<file path="config.mk">
export PLATFORM = sky130hd
export DESIGN_NAME = pipe_scheduler
export DESIGN_NICKNAME = d
export VERILOG_FILES = /design/src/rtl/pipe_scheduler.sv
export SDC_FILE = /design/constraint.sdc
export NUM_CORES = 1
export LEC_CHECK = 0
export CORE_MARGIN = 2
export CORE_UTILIZATION = 53
export CTS_BUF_LIST = sky130_fd_sc_hd__clkbuf_16
export CTS_CLUSTER_DIAMETER = 100
export CTS_CLUSTER_SIZE = 30
export DETAILED_ROUTE_END_ITERATION = 10
export GPL_ROUTABILITY_DRIVEN = 0
export HOLD_SLACK_MARGIN = 0.12
export PLACE_DENSITY = 0.86
export SYNTH_ARGS = -nofsm -noshare
export SYNTH_HDL_FRONTEND = slang
export SYNTH_SLANG_ARGS = --single-unit
</file>
<file path="constraint.sdc">
create_clock -name CLOCK -period 6.1 [get_ports CLOCK]
set_input_delay 0.61 -clock CLOCK [delete_from_list [all_inputs] [get_ports CLOCK]]
set_output_delay 0.61 -clock CLOCK [all_outputs]
set_load 0.05 [all_outputs]
</file>
<file path="src/rtl/pipe_scheduler.sv">
// Pipe scheduler: scrolls three pipe pairs, keeps score and detects bird collisions.
// Build option PIPE_SCHEDULER_RANDOM_GAP_EN: LFSR-driven gap heights instead of the fixed 100/180/260 rotation.
module pipe_scheduler #(
  parameter int SCREEN_W = 640,
  parameter int SPACING  = 200,
  parameter int SPEED    = 2,
  parameter int PIPE_W   = 52,
  parameter int BIRD_X   = 250,
  parameter int BIRD_W   = 34,
  parameter int BIRD_H   = 24,
  parameter int GAP_H    = 120,
  parameter int GAP_MIN  = 60,
  parameter int FLOOR_Y  = 440
) (
  input  logic       CLOCK,
  input  logic       reset,
  input  logic       animClk,
  input  logic       start,
  input  logic [9:0] birdY,
  output logic [9:0] pipeX0,
  output logic [9:0] pipeX1,
  output logic [9:0] pipeX2,
  output logic [9:0] gapY0,
  output logic [9:0] gapY1,
  output logic [9:0] gapY2,
  output logic [2:0] pipeVisible,
  output logic [9:0] score,
  output logic [1:0] state
);

  typedef enum logic [1:0] {IDLE = 2'd0, RUN = 2'd1, OVER = 2'd2} st_t;

  localparam logic [9:0]  X0       = 10'(SCREEN_W - 160);
  localparam logic [9:0]  X1       = 10'(SCREEN_W - 160 + SPACING);
  localparam logic [9:0]  X2       = 10'(SCREEN_W - 160 + 2 * SPACING);
  localparam logic [9:0]  SW       = 10'(SCREEN_W);
  localparam logic [9:0]  SPD      = 10'(SPEED);
  localparam logic [9:0]  WRAP_ADD = 10'(3 * SPACING - SPEED);
  localparam logic [10:0] PW       = 11'(PIPE_W);
  localparam logic [10:0] BX       = 11'(BIRD_X);
  localparam logic [10:0] BX_R     = 11'(BIRD_X + BIRD_W);
  localparam logic [10:0] BH       = 11'(BIRD_H);
  localparam logic [10:0] GH       = 11'(GAP_H);
  localparam logic [9:0]  FY       = 10'(FLOOR_Y);
  // Fixed rotation never drops below the minimum gap the random mode allows.
  localparam logic [9:0]  GT0      = 10'((100 < GAP_MIN) ? GAP_MIN : 100);
  localparam logic [9:0]  GT1      = 10'((180 < GAP_MIN) ? GAP_MIN : 180);
  localparam logic [9:0]  GT2      = 10'((260 < GAP_MIN) ? GAP_MIN : 260);

  st_t              st;
  logic             anim_q, step_q;
  logic [2:0][9:0]  px, gy, nx;
  logic [2:0][10:0] xr, nxr;
  logic [2:0]       vis, hit, wrap, pass;
  logic [9:0]       score_q, score_nx, new_gap;
  logic [10:0]      by11, sc_sum;
  logic [1:0]       inc;
  logic             collide, move;

  assign by11 = {1'b0, birdY};

  always_comb begin
    vis = '0;
    hit = '0;
    wrap = '0;
    pass = '0;
    nx = '0;
    xr = '0;
    nxr = '0;
    for (int i = 0; i < 3; i++) begin
      xr[i]   = {1'b0, px[i]} + PW;
      vis[i]  = px[i] < SW;
      wrap[i] = px[i] < SPD;
      nx[i]   = wrap[i] ? px[i] + WRAP_ADD : px[i] - SPD;
      nxr[i]  = {1'b0, nx[i]} + PW;
      hit[i]  = vis[i] && ({1'b0, px[i]} <= BX_R) && (xr[i] >= BX) &&
                ((by11 < {1'b0, gy[i]}) || (by11 + BH > {1'b0, gy[i]} + GH));
      // A respawned pipe lands far right and can never count as passing.
      pass[i] = !wrap[i] && (xr[i] >= BX) && (nxr[i] < BX);
    end
  end

  assign collide  = (|hit) || (birdY >= FY);
  assign move     = (st == RUN) && step_q && !collide;
  assign inc      = {1'b0, pass[0]} + {1'b0, pass[1]} + {1'b0, pass[2]};
  assign sc_sum   = {1'b0, score_q} + {9'b0, inc};
  assign score_nx = (sc_sum > 11'd999) ? 10'd999 : sc_sum[9:0];

`ifdef PIPE_SCHEDULER_RANDOM_GAP_EN
  logic [9:0] lfsr;

  always_ff @(posedge CLOCK or negedge reset) begin
    if (!reset) lfsr <= 10'h2A5;
    else        lfsr <= {lfsr[8:0], lfsr[9] ^ lfsr[6]};
  end

  assign new_gap = 10'(GAP_MIN) + {2'b00, lfsr[7:0]};
`else
  logic [1:0] gidx;

  always_ff @(posedge CLOCK or negedge reset) begin
    if (!reset)            gidx <= 2'd0;
    else if (move && |wrap) gidx <= (gidx == 2'd2) ? 2'd0 : gidx + 2'd1;
  end

  assign new_gap = (gidx == 2'd0) ? GT0 : (gidx == 2'd1) ? GT1 : GT2;
`endif

  always_ff @(posedge CLOCK or negedge reset) begin
    if (!reset) begin
      st      <= IDLE;
      anim_q  <= 1'b0;
      step_q  <= 1'b0;
      px      <= {X2, X1, X0};
      gy      <= {10'd260, 10'd180, 10'd100};
      score_q <= '0;
    end else begin
      anim_q <= animClk;
      step_q <= animClk & ~anim_q;
      case (st)
        IDLE: begin
          px      <= {X2, X1, X0};
          score_q <= '0;
          if (start) st <= RUN;
        end
        RUN: begin
          if (step_q) begin
            if (collide) begin
              st <= OVER;
            end else begin
              for (int i = 0; i < 3; i++) begin
                px[i] <= nx[i];
                if (wrap[i]) gy[i] <= new_gap;
              end
              score_q <= score_nx;
            end
          end
        end
        OVER: begin
          if (start) begin
            st      <= IDLE;
            px      <= {X2, X1, X0};
            score_q <= '0;
          end
        end
        default: st <= IDLE;
      endcase
    end
  end

  assign pipeX0      = px[0];
  assign pipeX1      = px[1];
  assign pipeX2      = px[2];
  assign gapY0       = gy[0];
  assign gapY1       = gy[1];
  assign gapY2       = gy[2];
  assign pipeVisible = (st == IDLE) ? 3'b000 : vis;
  assign score       = score_q;
  assign state       = st;

endmodule

</file>
# [After elaboration in Yosys (flattened, before gate mapping)]
# Cells that the tools add are included.
# W data, S select, Z words.
[totals] input_bits=14 mem_bits_ro=0 ramBits=0 output_inout_bits=75 mem_count=0 word_cells=123 latch_bits=0 ff_bits=76
[classes] n_reduce_logical=36 shift=0 n_eq_ne=9 div=0 bitwise_logic=3 order_cmp=23 mul=0 muxes=21 addsub=20
[op_table] cell="$mux W30" count=3
[op_table] cell="$pmux W30 S3" count=1
[op_table] cell="$mux W10" count=7
[op_table] cell="$add A10 B6 Y11 const B" count=6
[op_table] cell="$add A10 B7 Y11 const B" count=3
[op_table] cell="$ge A11 B8 Y1 const B" count=3
[op_table] cell="$gt A11 B11 Y1" count=3
[op_table] cell="$lt A11 B8 Y1 const B" count=3
[op_table] cell="$add A10 B10 Y10 const B" count=3
[op_table] cell="$le A10 B9 Y1 const B" count=3
[op_table] cell="$lt A10 B10 Y1" count=3
[op_table] cell="$lt A10 B10 Y1 const B" count=3
[op_table] cell="$lt A10 B2 Y1 const B" count=3
[op_table] cell="$pmux W10 S3" count=1
[op_table] cell="$sub A10 B2 Y10 const B" count=3
[op_table] cell="$reduce_and A4 Y1" count=5
[op_table] cell="$logic_and A1 B1 Y1" count=18
[op_table] cell="$mux W9" count=2
[op_table] cell="$add A10 B2 Y11" count=1
[op_table] cell="$add A10 B5 Y11 const B" count=1
[op_table] cell="$gt A11 B10 Y1 const B" count=1
[op_table] cell="$ge A10 B9 Y1 const B" count=1
[op_table] cell="$mux W2" count=5
[op_table] cell="$ne A2 B2 Y1 const B" count=5
[op_table] cell="other kinds (14)" count=25

# [Depth between registers and ports, before layout]
[depth] depth_word=13 ltp_mapped=25 mapped_depth_nobuf=24

# [Worst setup path after synthesis]
# Ideal clock, no wire load.
[synth_timing] path_kind="register to register" start="reg px (netlist bit pipeX2[2])" end="reg score_q[2] (netlist: score[2])" arrival_time_ns=5.481 required_time_ns=6.013 setup_slack_ns=0.532 path_buffers=1 setup_time_ns=0.087 path_stages_with_launch=23 path_cell_list="dfrtp_1 inv_1 ha_1 a21boi_0 and4_1 clkbuf_1 xnor2_1 inv_1 ha_1 nand2b_1 o41a_1 a22oi_1 o211a_1 nor4b_1 fa_1 ha_1 fa_1 nand2_1 nand4_1 a32o_1 a21oi_1 o221ai_1 a22oi_1"
[synth_between] elab_chain_len=12 word_cells_on_any_way=27 classes_between="add/sub (6); order compare (6); eq/ne (1); mux (5); reduce/logical (9)"
[synth_lines] element="start: declaration" line="52" rtl="logic [2:0][9:0] px, gy, nx;"
[synth_lines] element="start signal: assignment" line="114" rtl="px <= {X2, X1, X0};"
[synth_lines] element="start signal: assignment" line="122" rtl="px <= {X2, X1, X0};"
[synth_lines] element="start signal: indexed assignment" line="132" rtl="px[i] <= nx[i];"
[synth_lines] element="$sub A10 B2 Y10, or another cell as far along" line="74" rtl="nx[i] = wrap[i] ? px[i] + WRAP_ADD : px[i] - SPD;"
[synth_lines] element="$mux W10" line="74"
[synth_lines] element="$add A10 B6 Y11" line="75" rtl="nxr[i] = {1'b0, nx[i]} + PW;"
[synth_lines] element="$lt A11 B8 Y1" line="79" rtl="pass[i] = !wrap[i] && (xr[i] >= BX) && (nxr[i] < BX);"
[synth_lines] element="$logic_and A1 B1 Y1" line="79"
[synth_lines] element="$add A2 B1 Y2" line="85" rtl="assign inc = {1'b0, pass[0]} + {1'b0, pass[1]} + {1'b0, pass[2]};"
[synth_lines] element="$add A10 B2 Y11" line="86" rtl="assign sc_sum = {1'b0, score_q} + {9'b0, inc};"
[synth_lines] element="$gt A11 B10 Y1" line="87" rtl="assign score_nx = (sc_sum > 11'd999) ? 10'd999 : sc_sum[9:0];"
[synth_lines] element="$mux W10" line="87"
[synth_lines] element="$mux W10" line="128" rtl="if (collide) begin"
[synth_lines] element="$mux W10" line="127" rtl="if (step_q) begin"
[synth_lines] element="$pmux W10 S3" line="120" rtl="case (st)"
[synth_lines] element="end signal: assignment" line="135" rtl="score_q <= score_nx;"
[synth_lines] element="end: declaration" line="55" rtl="logic [9:0] score_q, score_nx, new_gap;"
# Parallel ways exist; a longest one is shown, timed or not. The select of a mux whose other input is x is not followed.
# A chain may end at the register's enable or synchronous reset.

# [Final worst setup path]
# Same ends and word-level chain as after synthesis.

==> summary.md <==
| Metric | Value |
|---|---|
| Post-synth EDFFs | `0` |
| Global-route wire length before repair | `23890 microns` |
| Startpoint Class | `flip-flop` |
| Cell row count | `37` |
| Final worst slack | `414.4 ps` |
| Port buffer count | `70` |
| WHS | `approximately 400 ps` |
| Setup CP Type | `reg2reg` |
| FF+latch count, synth | `55` |
| Fillcell total | `866` |
| Final setup violation count | `0` |
| CP dominant cell by count | `ha_1` |
| HP Start | `anim_q` |
| Relative max-transition margin | `44.31%` |
| Final Hold Vio Count | `0` |
| Netlist cell types | `77` |
| Core ar. | `approximately 10000 sq um` |
| Power per cell area | `between 400 and 500 nW/um^2` |
| H-tree depth | `2` |
| Initial antenna violation count | `0` |
| Clk root buf | `clkbuf_16` |
| Final Critical Period | `5686 ps` |
| Share of layout cells above drive strength 1 | `8.321%` |
| Worst setup startpoint | `pipeX2[2]` |
| Critical Path Max Stage Delay | `490 ps` |
| Met2 Resource Use GR | `43.82%` |
| RSZ-0062 raised after global routing | `false` |
| Status | `completed` |
| Worst-path fanout max | `9` |
| Starting Density | `53.86%` |
| Clk Latency, worst-skew pair | `300 ps` |
| Ys async rst share | `100.0%` |
| Routed vias/inst | `6.245` |
| Crit. End Element | `flip-flop` |
| Post-CTS Setup Bufs | `0` |
| Clock sinks | `between 50 and 60` |
| CP max-delay cell | `fa_1` |
| Worst-path clk slew | `80 ps` |
| Nets | `779` |
| I/O pin total | `89` |
| FMAX | `between 150 and 200 MHz` |
| Antenna Nets Post-Route | `0` |
| Family with the most delay on the worst path | `compound AO/OA/AOI/OAI gates` |
| Skew final | `6.859 ps` |
| Average size of a mapped cell | `8.451 sq um` |
| Die X | `roughly 110 microns` |
| GRT busiest layer | `met2` |
| DP HPWL | `10910 microns` |
| Most frequent cells in the layout | `clkdlybuf4s50_1, ha_1, nand2_1` |
| Largest net degree at the start of global routing | `56` |
| Tightest Hold Check Type | `reg2reg` |
| Crit. path cell count | `21` |
| Warnings from Yosys | `0` |
| Cell area after synthesis | `between 5000 and 6000 sq um` |
| DRT Pass-1 Iters | `5` |
| Slew @ Worst Pin | `roughly 830 ps` |
| Worst path cell trace | `inv_1, ha_1, a21boi_0, and4_1, xnor2_1, inv_1, ha_1, nand2b_1, o41a_1, a22oi_1, o211a_1, nor4b_1, fa_1, ha_1, fa_1, nand2_1, nand4_1, a32o_1, a21oi_4, o221ai_1, a22oi_1` |
| Crit path buffers/inverters | `2` |
| Vias in the first global route | `5028` |
| Max Buffers Root-to-Sink | `2` |
| Antenna diode count | `0` |
| Worst slack, placed | `approximately 210 ps` |
| Met3 Track Usage GR | `4.231%` |
| # Max-Cap Violations | `0` |
| Via count | `5202` |
| LEAKAGE | `0.002709 uW` |
| Die ar. | `~11000 sq um` |
| PnR Total Power | `2608 uW` |
| Final period util | `between 90% and 100%` |
| WP data arrival | `5900 ps` |
| Worst r2r path cells | `21` |
| Final slew viol count | `0` |
| Grt met1 use | `32.37%` |
| CTS tree | `yes` |
| Cells after Synth | `652` |
| WL final | `approximately 15000 microns` |
| Setup TNS | `0 ps` |
| Final core occ | `61.82%` |
| DIE HEIGHT | `106.0 microns` |
| Sequential fraction of the synthesis area | `approximately a quarter` |
| R2r endpoint | `score[2]` |
| Main synth FF type | `dfrtp_1` |
| Area grow syn2layout | `14.78%` |
| Gr ovfl total | `0` |
| GRT Util Overall | `25.85%` |
| Data required time of the worst path | `6310 ps` |
| CP endpoint | `score[2]` |
| Reg-to-reg setup timing slack | `between 400 and 500 ps` |
| Worst VDD drop | `0.3142 mV` |
| Commonest non-fill, non-tap cell in the layout | `clkdlybuf4s50_1` |
| Drt wl/cell | `17.42 microns` |
| FF-to-FF Start | `pipeX2[2]` |
| Detailed Route Iter0 Violations | `between 400 and 500` |
| TritonCTS Buffers | `5` |
| DRC viols | `0` |
where the power goes:
part           internal (uW)  switching, uW
logic                    596           1080
registers                461            172
clock network            154            142
total                   1210           1400
kinds of logic after synthesis:
group / count (synthesis) / share of synthesized area, %
adder cells (fa/ha/maj): 69 / 15.94
flip-flops: 55 / 25.39
multiplexers: 20 / 4.269
AND/OR/NAND/NOR: 217 / 20.66
AO/OA/AOI/OAI: 161 / 20.46
other: 2 / 0.1363
buffers and inverters: 102 / 9.014
XOR/XNOR: 26 / 4.132
layout make-up:
cell class	instances	area [sq um]	area share [%]
Clock buffer	5	125.1	1.978
Tap cell	136	170.2	2.690
Inverter	48	180.2	2.849
Multi-Input combinational cell	511	3694	58.40
Clock inverter	3	23.77	0.3759
Timing Repair Buffer	75	733.2	11.59
Sequential cell	55	1399	22.12
through the flow:
| stage | cells | area [sq um] |
|---|---|---|
| CTS | 833 | 6314 |
| finish | 833 | 6325 |
| detailed placement | 825 | 6165 |
| floorplan | 668 | 5570 |
| global placement | 825 | 6165 |
| global route | 833 | 6325 |
cell usage after synthesis, types with 10 or more instances:
cell / n / area, sq um
a21oi_1: 34 / 170.2
a31oi_1: 21 / 131.4
buf_2: 10 / 50.05
buf_4: 23 / 172.7
clkbuf_1: 18 / 67.56
dfrtp_1: 37 / 925.9
dfstp_2: 18 / 473.0
ha_1: 67 / 838.3
inv_1: 48 / 180.2
mux2i_1: 10 / 100.1
nand2_1: 51 / 191.4
nand3_1: 30 / 150.1
nor2_1: 49 / 183.9
nor3_1: 11 / 55.05
o21ai_0: 24 / 120.1
xnor2_1: 16 / 140.1
xor2_1: 10 / 87.58
worst min path at each step:
stage,to,cells past startpoint
after floorplan,anim_q,0
after CTS,step_q,1
after detailed placement,step_q,1
after global routing,step_q,1
final,step_q,1
after global placement,step_q,1
sequential cells by signal (all words and copies together), names as in the netlist:
| register | cells |
|---|---|
| state | 2 |
| gapY1 | 4 |
| pipeX1 | 9 |
| gidx | 2 |
| gapY2 | 4 |
| pipeX2 | 9 |
| score | 10 |
| step_q | 1 |
| gapY0 | 4 |
| anim_q | 1 |
| pipeX0 | 9 |
layer usage:
metal,vias to the layer above,share of wire [%]
met5,-,0
met4,0,4.1
met2,272,49
met1,2457,41
li1,2408,-
met3,65,6.4
timing repair:
item / CTS / global route
resized for setup: 0 / 2
setup endpoints to repair: 0 / 6
hold buffers: 0 / 0
endpoints found under the hold margin: 0 / 0
No activity file was read; power rests on OpenSTA's default activity.
